--- src/rtl/sysa_ram_feeder.sv ---
// sysa_ram_feeder: reads `count` consecutive words from a single-port operand
// RAM starting at `base_addr` and streams them on a valid/ready edge port.
//
// Ports:
//   clk, rst            - rising-edge clock, async active-high reset
//   start               - begin a transfer (accepted only while IDLE)
//   base_addr, count    - first address / word count, sampled on start
//   busy, done          - transfer in progress / one-cycle completion pulse
//   ram_en, ram_we      - RAM read enable / write enable (always 0)
//   ram_addr, ram_di    - RAM address / write data (always 0)
//   ram_do              - RAM read data, one cycle after ram_en
//   out_data, out_valid - stream word and valid (head of a 2-entry FIFO)
//   out_ready           - downstream accepts when valid and ready are high
module sysa_ram_feeder #(
    parameter int DATA_W = 16,
    parameter int ADDR_W = 4,
    parameter int SKEW   = 0
) (
    input  logic              clk,
    input  logic              rst,
    input  logic              start,
    input  logic [ADDR_W-1:0] base_addr,
    input  logic [ADDR_W:0]   count,
    output logic              busy,
    output logic              done,
    output logic              ram_en,
    output logic              ram_we,
    output logic [ADDR_W-1:0] ram_addr,
    output logic [DATA_W-1:0] ram_di,
    input  logic [DATA_W-1:0] ram_do,
    output logic [DATA_W-1:0] out_data,
    output logic              out_valid,
    input  logic              out_ready
);

    typedef enum logic [1:0] {
        S_IDLE,
        S_SKEW,
        S_STREAM,
        S_DRAIN
    } state_e;

    localparam logic [ADDR_W:0]   CNT_ONE   = 1;
    localparam logic [ADDR_W-1:0] PTR_ONE   = 1;
    localparam logic [3:0]        SKEW_INIT = (SKEW > 0) ? 4'(SKEW - 1) : 4'd0;

    state_e              state_q, state_d;
    logic [ADDR_W-1:0]   ptr_q;
    logic [ADDR_W:0]     iss_q;
    logic [ADDR_W:0]     acc_q;
    logic [3:0]          skw_q;
    logic                pend_q;
    logic                done_q, done_d;
    logic [DATA_W-1:0]   mem_q [2];
    logic                wr_q, rd_q;
    logic [1:0]          cnt_q;

    logic                accept;
    logic                pop;
    logic                push;
    logic                issue;
    logic                last_acc;
    logic [2:0]          credit;

    assign accept   = (state_q == S_IDLE) && start;
    assign pop      = (cnt_q != 2'd0) && out_ready;
    assign push     = pend_q;
    assign last_acc = (acc_q == '0) || (pop && acc_q == CNT_ONE);

    // Slots claimed after this cycle's read: buffered + in flight + new - leaving.
    // Keeping this at or below 2 means the FIFO can never overflow.
    assign credit = {1'b0, cnt_q} + {2'b00, pend_q} + 3'd1 - {2'b00, pop};
    assign issue  = (state_q == S_STREAM) && (iss_q != '0) && (credit <= 3'd2);

    assign done_d = (accept && count == '0)
                  || (state_q == S_DRAIN && last_acc);

    // State register
    always_ff @(posedge clk or posedge rst) begin
        if (rst) begin
            state_q <= S_IDLE;
        end else begin
            state_q <= state_d;
        end
    end

    // Next-state logic
    always_comb begin
        state_d = state_q;
        unique case (state_q)
            S_IDLE: begin
                if (start && count != '0) begin
                    state_d = (SKEW == 0) ? S_STREAM : S_SKEW;
                end
            end
            S_SKEW: begin
                if (skw_q == 4'd0) begin
                    state_d = S_STREAM;
                end
            end
            S_STREAM: begin
                if (iss_q == '0 || (issue && iss_q == CNT_ONE)) begin
                    state_d = S_DRAIN;
                end
            end
            S_DRAIN: begin
                if (last_acc) begin
                    state_d = S_IDLE;
                end
            end
            default: state_d = S_IDLE;
        endcase
    end

    // Outputs
    always_comb begin
        busy      = (state_q != S_IDLE);
        done      = done_q;
        ram_en    = issue;
        ram_we    = 1'b0;
        ram_addr  = issue ? ptr_q : '0;
        ram_di    = '0;
        out_valid = (cnt_q != 2'd0);
        out_data  = out_valid ? mem_q[rd_q] : '0;
    end

    // Counters, pointer and read-data FIFO
    always_ff @(posedge clk or posedge rst) begin
        if (rst) begin
            ptr_q    <= '0;
            iss_q    <= '0;
            acc_q    <= '0;
            skw_q    <= 4'd0;
            pend_q   <= 1'b0;
            done_q   <= 1'b0;
            mem_q[0] <= '0;
            mem_q[1] <= '0;
            wr_q     <= 1'b0;
            rd_q     <= 1'b0;
            cnt_q    <= 2'd0;
        end else begin
            done_q <= done_d;
            if (accept) begin
                ptr_q <= base_addr;
                iss_q <= count;
                acc_q <= count;
                skw_q <= SKEW_INIT;
            end else begin
                if (issue) begin
                    ptr_q <= ptr_q + PTR_ONE;
                    iss_q <= iss_q - CNT_ONE;
                end
                if (pop) begin
                    acc_q <= acc_q - CNT_ONE;
                end
                if (state_q == S_SKEW && skw_q != 4'd0) begin
                    skw_q <= skw_q - 4'd1;
                end
            end
            // RAM data arrives the cycle after the read was issued
            pend_q <= issue;
            if (push) begin
                mem_q[wr_q] <= ram_do;
                wr_q        <= ~wr_q;
            end
            if (pop) begin
                rd_q <= ~rd_q;
            end
            cnt_q <= cnt_q + {1'b0, push} - {1'b0, pop};
        end
    end

endmodule

--- config.mk ---
export PLATFORM = sky130hd
export DESIGN_NAME = sysa_ram_feeder
export DESIGN_NICKNAME = d
export VERILOG_FILES = /design/src/rtl/sysa_ram_feeder.sv
export SDC_FILE = /design/constraint.sdc
export NUM_CORES = 1
export LEC_CHECK = 0
export BUFFER_PORTS_ARGS = -buffer_cell sky130_fd_sc_hd__buf_2
export CORE_MARGIN = 5
export CORE_UTILIZATION = 54
export DETAILED_ROUTE_END_ITERATION = 6
export PLACE_DENSITY = 0.86
export SETUP_SLACK_MARGIN = 0.2
export SYNTH_ARGS = -nofsm -noshare
export SYNTH_HDL_FRONTEND = slang
export SYNTH_SLANG_ARGS = --single-unit
--- constraint.sdc ---
create_clock -name clk -period 3.35 [get_ports clk]
set_clock_uncertainty 0.15 [all_clocks]
set_input_delay 0.335 -clock clk [delete_from_list [all_inputs] [get_ports clk]]
set_output_delay 0.335 -clock clk [all_outputs]
set_load 0.005 [all_outputs]
After elaboration in Yosys (flattened, before gate mapping)
Cells that the tools add are included.

operators by class
  $add $sub $neg = 9
  $lt $le $gt $ge = 4
  eq/ne operators = 9
  mux-type cells = 21
  bitwise operators = 4
  reduce and logical (&&, ||, !) cells = 28

operator list
  cell                   number
  $mux W16               5
  $bwmux W32             1
  $mux W4                5
  $mux W5                4
  $demux W16 S1          1
  $logic_not A5 Y1       3
  $logic_and A1 B1 Y1    11
  $eq A5 B1 Y1 const B   2
  $reduce_bool A2 Y1     5
  $reduce_bool A5 Y1     2
  $sub A5 B1 Y5 const B  2
  $mux W2                4
  $pmux W2 S4            1
  $add A4 B1 Y4 const B  1
  $eq A2 B2 Y1 const B   2
  $ge A2 B2 Y1 const B   2
  $logic_not A4 Y1       1
  $ne A2 B1 Y1 const B   2
  $ne A2 B2 Y1 const B   2
  $not A1 Y2             2
  $reduce_and A4 Y1      1
  $reduce_bool A4 Y1     1
  $sub A4 B1 Y4 const B  1
  $add A2 B1 Y3          1
  other kinds (10)       13

word-level totals
  bits in registers = 58
  input bits = 29
  output and inout bits = 41
  logic and storage cells = 87

Longest topological paths before layout
Gate-level depths: netlist of the first run.

  depth after elaboration = 9
  mapped depth = 12

Worst setup path after synthesis of the first run
Ideal clock, no wire load.

  path type = reg2out
  start = register cnt_q[1]
  end = output ram_addr[0]
  arrival = 2.258 ns
  setup slack = 0.607 ns
  stages on the path, launching flop included = 11
  buffers on the path = 3
  path through = dfrtp_1 o21a_1 buf_2 fa_1 ha_1 nand3b_1 a221o_1 buf_6 inv_8 buf_12 and2_1

on the way
  longest elaborated chain between the ends = 6
  elaborated cells on any way between the ends = 8
  those cells by class = 3 x add/sub; 1 x order compare; 1 x mux; 3 x reduce/logical

ends and longest elaborated chain
  element                   line  RTL
  start: declaration        56    logic [1:0] cnt_q;
  start signal: assignment  169   cnt_q <= cnt_q + {1'b0, push} - {1'b0, pop};
  $reduce_bool A2 Y1        66    assign pop = (cnt_q != 2'd0) && out_ready;
  $logic_and A1 B1 Y1       66
  via pop                   59    logic pop;
  $sub A3 B1 Y3             72    assign credit = {1'b0, cnt_q} + {2'b00, pend_q} + 3'd1 - {2'b00, pop};
  $le A3 B2 Y1              73    assign issue = (state_q == S_STREAM) && (iss_q != '0) && (credit <= 3'd2);
  $logic_and A1 B1 Y1       73
  via ram_en                26    output logic ram_en,
  $mux W4                   121   ram_addr = issue ? ptr_q : '0;
  end: declaration          28    output logic [ADDR_W-1:0] ram_addr,

The timed path passes the listed nets, and every way through them passes these cells.

Worst setup path after layout of the first run
  start = register cnt_q[1]
  end = output ram_addr[2]

on the way
  longest elaborated chain between the ends = 6
  elaborated cells on any way between the ends = 8
  those cells by class = 3 x add/sub; 1 x order compare; 1 x mux; 3 x reduce/logical

ends and longest elaborated chain
  element                                                      line
  $add A2 B1 Y3 / $reduce_bool A2 Y1 (equally long branches)   72, 66
  $add A3 B1 Y3 / $logic_and A1 B1 Y1 (equally long branches)  72, 66
  $sub A3 B1 Y3 (*)                                            72
  $le A3 B2 Y1 (*)                                             73
  $logic_and A1 B1 Y1 (*)                                      73
  $mux W4 (*)                                                  121

Every way passes the cells marked *; elsewhere a longest branch is shown, timed or not.

==> results of run 1 <==
-- area by class of cell --
class / instances / area, µm²
Clock buffer: 11 / 141
Tap cell: 72 / 90.1
Multi-Input combinational cell: 192 / 1460
Sequential cell: 58 / 1450
Clock inverter: 5 / 53.8
Fill cell: 433 / 1920
Inverter: 18 / 75.1
Timing Repair Buffer: 64 / 350
-- registers in the layout, summed over array words and instances, names as in the netlist --
register,count
mem_q,32
acc_q,5
iss_q,5
ptr_q,4
skw_q,4
cnt_q,2
state_q,2
done,1
pend_q,1
rd_q,1
wr_q,1
-- power by group through the flow --
stage / Combinational [µW] / Clock, µW / Sequential (µW)
after floorplan: 1320 / 0 / 1250
after global placement: 1550 / 0 / 1350
after detailed placement: 1620 / 0 / 1370
after CTS: 1670 / 647 / 1360
after global routing: 1980 / 687 / 1410
final: 1750 / 634 / 1360
-- Yosys cell counts, drive strengths merged (2+ instances only) --
| cell | number |
|---|---|
| o32ai | 2 |
| xnor2 | 6 |
| inv | 18 |
| and3 | 2 |
| buf | 26 |
| a211oi | 2 |
| xor2 | 7 |
| mux2 | 32 |
| nand3 | 4 |
| a21o | 3 |
| nand3b | 2 |
| ha | 12 |
| mux2i | 16 |
| nor3 | 9 |
| o21ai | 12 |
| and2 | 5 |
| nor2 | 29 |
| a221o | 2 |
| nand2 | 11 |
| nor3b | 2 |
| dfrtp | 58 |
-- through the flow --
stage / cell area [µm²] / worst slack [ns] / util, % / hold slack (ns)
2_1_floorplan: 3160 / 0.607 / - / 0.302
3_3_place_gp: 3350 / 0.401 / 60.5 / 0.336
3_5_place_dp: 3350 / 0.272 / 60.5 / 0.345
4_1_cts: 3570 / 0.215 / 64.5 / 0.0155
5_1_grt: 3620 / 0.201 / 65.4 / 0.0453
6_report: 3620 / 0.311 / 65.4 / -0.00642
-- per-layer routing --
| layer | global-route usage [%] | wire length [µm] | part of all wire (%) |
|---|---|---|---|
| met4 | 6.76 | 91 | 1.5 |
| met5 | 0 | 0 | 0 |
| met2 | 29.2 | 2940 | 49 |
| met1 | 21.4 | 2590 | 43 |
| met3 | 5.57 | 349 | 5.8 |
-- cell families after synthesis --
group | after synthesis
buffers and inverters | 45
multiplexers | 48
flip-flops | 58
AO/OA/AOI/OAI | 32
XOR/XNOR | 13
adder cells (fa/ha/maj) | 13
other | 1
AND/OR/NAND/NOR | 69
-- timing repair --
item	in CTS	in global routing
buffers inserted	2	6
resized for setup	4	2
pin swaps	1	2
endpoints found under the setup margin	5	4
-- worst paths after layout --
| check | startpoint | to | slack (ns) | cells after the start |
|---|---|---|---|---|
| max reg2reg | cnt_q[1]$_DFF_PP0_ | ptr_q[3]$_DFFE_PP0P_ | 0.62 | 8 |
| min reg2reg | mem_q[10]$_DFFE_PP0P_ | mem_q[10]$_DFFE_PP0P_ | 0.36 | 1 |
| max | cnt_q[1]$_DFF_PP0_ | ram_addr[2] | 0.31 | 8 |
| min in group clk | base_addr[0] | ptr_q[0]$_DFFE_PP0P_ | 0.06 | 3 |
| min | rst | mem_q[12]$_DFFE_PP0P_ | -0.006 | 2 |
| max in group asynchronous | rst | mem_q[19]$_DFFE_PP0P_ | 2.37 | 3 |
-- critical path, stage by stage (launching register included) --
cell,delay (ns)
dfrtp_2,0.42
o21a_4,0.26
fa_2,0.35
ha_1,0.28
nand3b_1,0.09
a221o_2,0.47
inv_8,0.10
and2_4,0.15
buf_2,0.10
==> flow_summary.yaml, run 1 <==
status:
  outcome: "finished, violations left"
  violations: "negative hold slack"
min_path:
  hold_class: "in2async"
clock_network:
  cts_tree: "yes"
  cts_buffer_depth: 2
  clkSlewWorstSetupHoldPaths_ns: 0.07
  clkLatencyLatePin_ns: 0.33
  cts_hold_buf: 0
  cts_root_buf: "clkbuf_8"
  clkSinkCount: 58
  cts_buffers: 9
  htree_levels: 3
route:
  firstDrtPassIters: 4
  initialDrtViolationCount: 83
  ant_nets: 0
  drt_wl_total_mm: 5.97
  vias_per_cell: 5.14
  drc_errors: 0
  dr_total_vias: 2158
  wire_per_inst_um: 14.2
floorplan:
  start_util_pct: 56.0
  ios: 70
  core_um2: 5540
  dieArea_um2: 7360
  die_w_um: 85.8
  die_h_um: 85.8
  core.rowCount: 27
pwr:
  switchingPower_uw: 1370
  power.total_uw: 3740
  p_comb_share_pct: 46.8
  irDropWorstVdd_mv: 0.686
  seqPwrFrac_pct: 36.3
  p_int_uw: 2370
  swShare_pct: 36.6
  power_leakage_uw: 0.00178
  clock_power_share_pct: 16.9
  power.density_nw_per_um2: 1030
finish:
  finalNetCount: 385
  mostFrequentLayoutCells: "dfrtp_1, buf_2, mux2_2, nor2_1, conb_1"
  drive_gt1_share_pct: 36.2
  layout_commonest_cell: "dfrtp_1"
  area_delta_synth_final_pct: 16.7
  stdcell_count: 420
  antenna_cells: 0
sta:
  fin_crit_sh_pct: 90.7
  setup_viol: 0
  finalHoldViolCount: 1
  max_freq_mhz: 329
  tns_ns: 0
  slew_violations: 0
  slew_headroom_pct: 37.2
  worstMarginPinSlew_ns: 0.942
  finalCriticalPeriod_ns: 3.04
  whs_ns: -0.00642
  rsz0062_at_grt: "no"
synth:
  synth_top_area_cell: "dfrtp_1"
  synth_fa_ha_area_share_pct: 5.48
  synth_mux_area_share_pct: 16.8
  syn-instance-count: 279
  async_flop_share_pct: 100
  synth_enable_flop_cells: 0
  yosys.area_share.simple_pct: 10.9
  synthTopCellsByArea: "dfrtp_1, mux2_2, mux2i_1, ha_1, buf_4"
  yosysTopAreaCellShare_pct: 46.8
  ys_seq_area_share_pct: 46.8
  synth.distinct_cells: 49
  synth-xor-area-share_pct: 3.67
  synth_top_family_by_area: "multiplexers"
  synth_seq_cells: 58
  synth_flop_cell: "dfrtp_1"
  avgSynthCellArea_um2: 11.1
  synth_compound_area_share_pct: 7.46
  syn_area_um2: 3100
  ys.warnings.count: 0
setup_path:
  start_kind: "register"
  worst_setup_path_end_kind: "output port"
  path_max_fanout: 12
  criticalPathCategory: "reg2out"
  required_ns: 2.86
  cp_data_arrival_time_ns: 2.55
placed_design:
  gp_congestion: 0.835
  io_buffers: 52
  dp.cells: 396
  place_hpwl_mm: 4.24
global_routing:
  grt_usage_pct: 17.6
  grt_pass1_vias: 2187
  overflow: 0
  grt_pass1_wl_mm: 10.2
  grt_max_degree: 40
  antenna_found_initial: 0
flow_run:
  maxCapViolations: 0
Power figures use the tool's default switching activity.
==> inputs of run 2 (changes only) <==
--- a/config.mk
+++ b/config.mk
@@ -10,2 +10,3 @@
 export CORE_UTILIZATION = 54
+export CTS_CLUSTER_DIAMETER = 200
 export DETAILED_ROUTE_END_ITERATION = 6
--- a/constraint.sdc
+++ b/constraint.sdc
@@ -4,2 +4,2 @@
 set_output_delay 0.335 -clock clk [all_outputs]
-set_load 0.005 [all_outputs]
+set_load 0.02 [all_outputs]
==> run 2 against run 1 <==
  * The flow still finishes with violations (negative hold slack)
  * Sequential power about the same
  * Global-route usage up 0.16 points
  * Count of clock-buffer cells in the layout up 1
  * First-iteration DRC count down 45%
  * Critical path type unchanged
  * Critical endpoint unchanged
  * Largest cell class unchanged
==> flow_summary.yaml, run 2 (same netlist as run 1, synthesis figures left out) <==
status:
  outcome: "finished, violations left"
  violations: "negative hold slack"
floorplan:
  start_util_pct: 56.0
  core_um2: 5540
  dieArea_um2: 7360
  die_h_um: 85.8
  core.rowCount: 27
  die_w_um: 85.8
  ios: 70
global_routing:
  grt_usage_pct: 17.8
  grt_pass1_wl_mm: 10.3
  grt_max_degree: 41
  grt_pass1_vias: 2220
  overflow: 0
  antenna_found_initial: 0
sta:
  whs_ns: -0.00389
  fin_crit_sh_pct: 91.2
  setup_slack_ns: 0.295
  slew_headroom_pct: 38.3
  setup_viol: 0
  max_freq_mhz: 327
  tns_ns: 0
  worstMarginPinSlew_ns: 0.925
  rsz0062_at_grt: "no"
  slew_violations: 0
  finalCriticalPeriod_ns: 3.06
  finalHoldViolCount: 2
clock_network:
  clkSlewWorstSetupHoldPaths_ns: 0.07
  cts_hold_buf: 0
  cts_buffer_depth: 2
  clkSinkCount: 58
  cts_root_buf: "clkbuf_8"
  cts_tree: "yes"
  clkLatencyLatePin_ns: 0.34
  cts_buffers: 9
  htree_levels: 3
min_path:
  hold_class: "in2async"
pwr:
  switchingPower_uw: 1630
  power_leakage_uw: 0.00178
  p_comb_share_pct: 47.7
  irDropWorstVdd_mv: 0.728
  swShare_pct: 39.1
  p_int_uw: 2530
  power.density_nw_per_um2: 1130
  seqPwrFrac_pct: 32.7
  clock_power_share_pct: 19.5
finish:
  largest_register_ffs: 32
  area_delta_synth_final_pct: 18.1
  layout_commonest_cell: "dfrtp_1"
  finalNetCount: 382
  top_register: "mem_q"
  antenna_cells: 0
  mostFrequentLayoutCells: "dfrtp_1, buf_2, mux2_2, nor2_1, conb_1"
  reg_top3: "mem_q (32), acc_q (5), iss_q (5)"
  stdcell_count: 417
  drive_gt1_share_pct: 35.4
setup_path:
  worst_setup_path_end_kind: "output port"
  required_ns: 2.86
  r2r_setup_slack_ns: 0.65
  cp_data_arrival_time_ns: 2.57
  start_kind: "register"
  path_max_fanout: 10
  criticalPathCategory: "reg2out"
placed_design:
  gp_congestion: 0.855
  dp_slack_ns: 0.395
  place_hpwl_mm: 4.26
  dp.cells: 397
  io_buffers: 52
route:
  dr_total_vias: 2124
  met2_length_mm: 2.84
  drt_wl_total_mm: 5.98
  met1Wirelength_mm: 2.69
  wire_per_inst_um: 14.3
  drc_errors: 0
  initialDrtViolationCount: 46
  firstDrtPassIters: 4
  vias_per_cell: 5.09
  top_layer_used: "met4"
  ant_nets: 0
  wl_met3_um: 367
flow_run:
  maxCapViolations: 0
## run 2: path summary, 6_finish.rpt
check	start	depth (start not counted)	to
setup / recovery	cnt_q[1]$_DFF_PP0_	8	ram_addr[2]
min in group clk	base_addr[0]	3	ptr_q[0]$_DFFE_PP0P_
max in group asynchronous	rst	3	mem_q[3]$_DFFE_PP0P_
setup reg to reg	cnt_q[1]$_DFF_PP0_	8	ptr_q[3]$_DFFE_PP0P_
hold / removal	rst	2	mem_q[26]$_DFFE_PP0P_
hold reg to reg	mem_q[18]$_DFFE_PP0P_	1	mem_q[18]$_DFFE_PP0P_
## run 2: routing by layer
metal	vias to the layer above	GRT usage, %
met2	60	29.7
met5	-	0
met3	10	5.19
met1	1008	22.1
li1	1046	-
met4	0	6.04
## run 2: final cells by class
type	count	area (µm²)
clock buffers	12	155
fillers	441	1880
flip-flops and latches	58	1450
multi-input cells	192	1460
clock inverters	4	97.6
repair buffers	61	338
well taps	72	90.1
inverters	18	75.1
## run 2: metrics by stage
stage	area (µm²)	util (%)	total power [µW]
finish	3660	66.1	4150
global route	3660	66.1	4480
CTS	3650	65.9	4160
detailed placement	3360	60.6	3270
global placement	3360	60.6	3180
floorplan	3160	-	2830
## run 2: what timing repair did
| item | 4_1_cts | 5_1_grt |
|---|---|---|
| resized for setup | 4 | 5 |
| setup buffers | 4 | 0 |
| pin swaps | 1 | 2 |
| setup endpoints to repair | 5 | 5 |
## run 2: power by group through the flow
stage	sequential, µW	clock, µW	combinational [µW]
floorplan	1260	0	1580
global placement	1350	0	1830
detailed placement	1380	0	1890
CTS	1360	822	1980
global route	1420	858	2200
finish	1360	812	1980
## run 2: worst max-delay path, stage by stage (launching register included)
cell,delay [ns]
dfrtp_2,0.41
o21a_4,0.26
fa_2,0.35
ha_1,0.28
nand3b_1,0.09
a221o_1,0.45
inv_8,0.11
and2_4,0.15
buf_4,0.13
==> inputs of run 3 (changes only) <==
clock period = 3.2 ns   (was 3.35 ns; I/O delays follow)
==> run 3 against run 2 <==
  * The run still ends with negative hold slack left
  * Die area unchanged
  * Combinational power increased by 12%
  * Hold slack worse by 0.0075 ns
  * Critical endpoint unchanged
  * Worst setup slack worse by 0.049 ns
  * Non-clock buffer count rose by 4
  * Global-route usage increased by 0.47 points
  * Clock power down 22%
  * Critical path depth did not move
  * Register-to-register slack got worse by 0.26 ns
  * Largest cell class unchanged
  * Sequential share of layout area up 0.11 points
  * First-iteration DRC count increased by 6.5%
==> flow_summary.yaml, run 3 (same netlist as run 1, synthesis figures left out) <==
placed_design:
  io_buffers: 52
  gp_congestion: 0.848
  place_hpwl_mm: 4.33
  dp.cells: 397
  dp_slack_ns: 0.277
floorplan:
  start_util_pct: 56.0
  core.rowCount: 27
  ios: 70
  dieArea_um2: 7360
  die_w_um: 85.8
  die_h_um: 85.8
  core_um2: 5540
setup_path:
  crit_chain: "o21a_4, fa_2, ha_1, nand3b_1, a221o_2, inv_8, and2_4, buf_6"
  criticalPathCategory: "reg2out"
  start_kind: "register"
  critPathCapture: "ram_addr[2]"
  r2r-start: "cnt_q[0]$_DFF_PP0_"
  path_max_fanout: 5
  reg2reg_to: "iss_q[1]$_DFFE_PP0P_"
  required_ns: 2.73
  r2r_setup_slack_ns: 0.39
  worst_setup_path_end_kind: "output port"
  cp_data_arrival_time_ns: 2.48
  crit_path_start: "cnt_q[0]$_DFF_PP0_"
  worst-r2r-cell-count: 10
  max_stage_delay_ns: 0.46
  slowest_stage: "a221o_2"
clock_network:
  clkSlewWorstSetupHoldPaths_ns: 0.07
  cts_hold_buf: 0
  cts_root_buf: "clkbuf_8"
  clkLatencyLatePin_ns: 0.33
  clkSinkCount: 58
  htree_levels: 3
  cts_buffer_depth: 2
  cts_tree: "yes"
  cts_buffers: 9
flow_run:
  maxCapViolations: 0
finish:
  stdcell_count: 422
  top_register: "mem_q"
  antenna_cells: 0
  post-route-util_pct: 66.0
  finalNetCount: 387
  largest_register_ffs: 32
  reg_top3: "mem_q (32), acc_q (5), iss_q (5)"
  area_delta_synth_final_pct: 17.8
  drive_gt1_share_pct: 36.9
  mostFrequentLayoutCells: "dfrtp_1, buf_2, mux2_2, nor2_1, conb_1"
  num-fill-cells: 449
  layout_commonest_cell: "dfrtp_1"
route:
  dr_total_vias: 2174
  initialDrtViolationCount: 49
  drc_errors: 0
  ant_nets: 0
  firstDrtPassIters: 4
  wire_per_inst_um: 14.4
  drt_wl_total_mm: 6.08
  vias_per_cell: 5.15
status:
  violations: "negative hold slack"
  outcome: "finished, violations left"
sta:
  max_freq_mhz: 339
  slew_headroom_pct: 37.9
  slew_violations: 0
  rsz0062_at_grt: "yes"
  setup_viol: 0
  worstMarginPinSlew_ns: 0.932
  finalHoldViolCount: 23
  whs_ns: -0.0114
  setup_slack_ns: 0.246
  finalCriticalPeriod_ns: 2.95
  fin_crit_sh_pct: 92.3
  tns_ns: 0
pwr:
  power.density_nw_per_um2: 1170
  irDropWorstVdd_mv: 0.659
  power_leakage_uw: 0.00179
global_routing:
  grt_max_degree: 41
  antenna_found_initial: 0
  grt_pass1_vias: 2296
  grt_usage_pct: 18.2
  overflow: 0
  grt_pass1_wl_mm: 10.3
min_path:
  hold_class: "in2async"
[run 3: changes by cell type in the layout (fill, tap and decap cells not counted), sizes merged]
cell / previous run / this run
bufinv: 3 / 1
clkinv: 0 / 4
inv: 18 / 19
clkbuf: 12 / 10
buf: 61 / 65
[run 3: worst min path at each step]
| stage | end | cells past startpoint |
|---|---|---|
| global route | ptr_q[0]$_DFFE_PP0P_ | 3 |
| detailed placement | mem_q[5]$_DFFE_PP0P_ | 1 |
| CTS | state_q[0]$_DFFE_PP0P_ | 2 |
| global placement | mem_q[5]$_DFFE_PP0P_ | 1 |
| finish | ptr_q[0]$_DFFE_PP0P_ | 2 |
| floorplan | acc_q[1]$_DFFE_PP0P_ | 2 |
[run 3: layout make-up]
| type | instances | area [µm²] | area share (%) |
|---|---|---|---|
| multi-input combinational | 192 | 1460 | 40.0 |
| sequential | 58 | 1450 | 39.7 |
| timing repair buffer | 65 | 385 | 10.5 |
| clock buffer | 10 | 128 | 3.49 |
| tap | 72 | 90.1 | 2.46 |
| inverter | 18 | 75.1 | 2.05 |
| clock inverter | 6 | 57.6 | 1.57 |
| timing repair inverter | 1 | 6.26 | 0.171 |
[run 3: report_power, final]
part           internal, µW  leakage (µW)  switching (µW)
Sequential             1110      0.000686             317
Clock                   354     0.0000958             282
Combinational          1070       0.00100            1140
Total                  2530       0.00179            1740
[run 3: worst max-delay path: cells and delay by family, from the launching register on]
kind                       cells  cell delay (ns)
and+or+nand+nor                2             0.23
AOI/OAI and AO/OA              2             0.70
DFF                            1             0.40
buffers and inverters          2             0.19
adders and majority gates      2             0.61
[run 3: what timing repair did]
item | in CTS | in global routing
cloned | 1 | 0
buffers inserted | 7 | 1
endpoints found under the setup margin | 5 | 5
pin swaps | 2 | 2
gates resized for setup | 11 | 5
[run 3: routing by layer]
layer | up-vias | track usage [%] | part of all wire (%)
li1 | 1054 | - | -
met1 | 1050 | 21.0 | 43
met2 | 59 | 31.8 | 50
met3 | 11 | 5.57 | 5.7
met4 | 0 | 6.91 | 1.6
met5 | - | 0 | 0
[run 3: stage by stage]
stage | total power [µW] | cell area, µm²
final | 4270 | 3650
after global routing | 4620 | 3650
after CTS | 4280 | 3630
after detailed placement | 3440 | 3360
after global placement | 3330 | 3360
after floorplan | 2970 | 3160
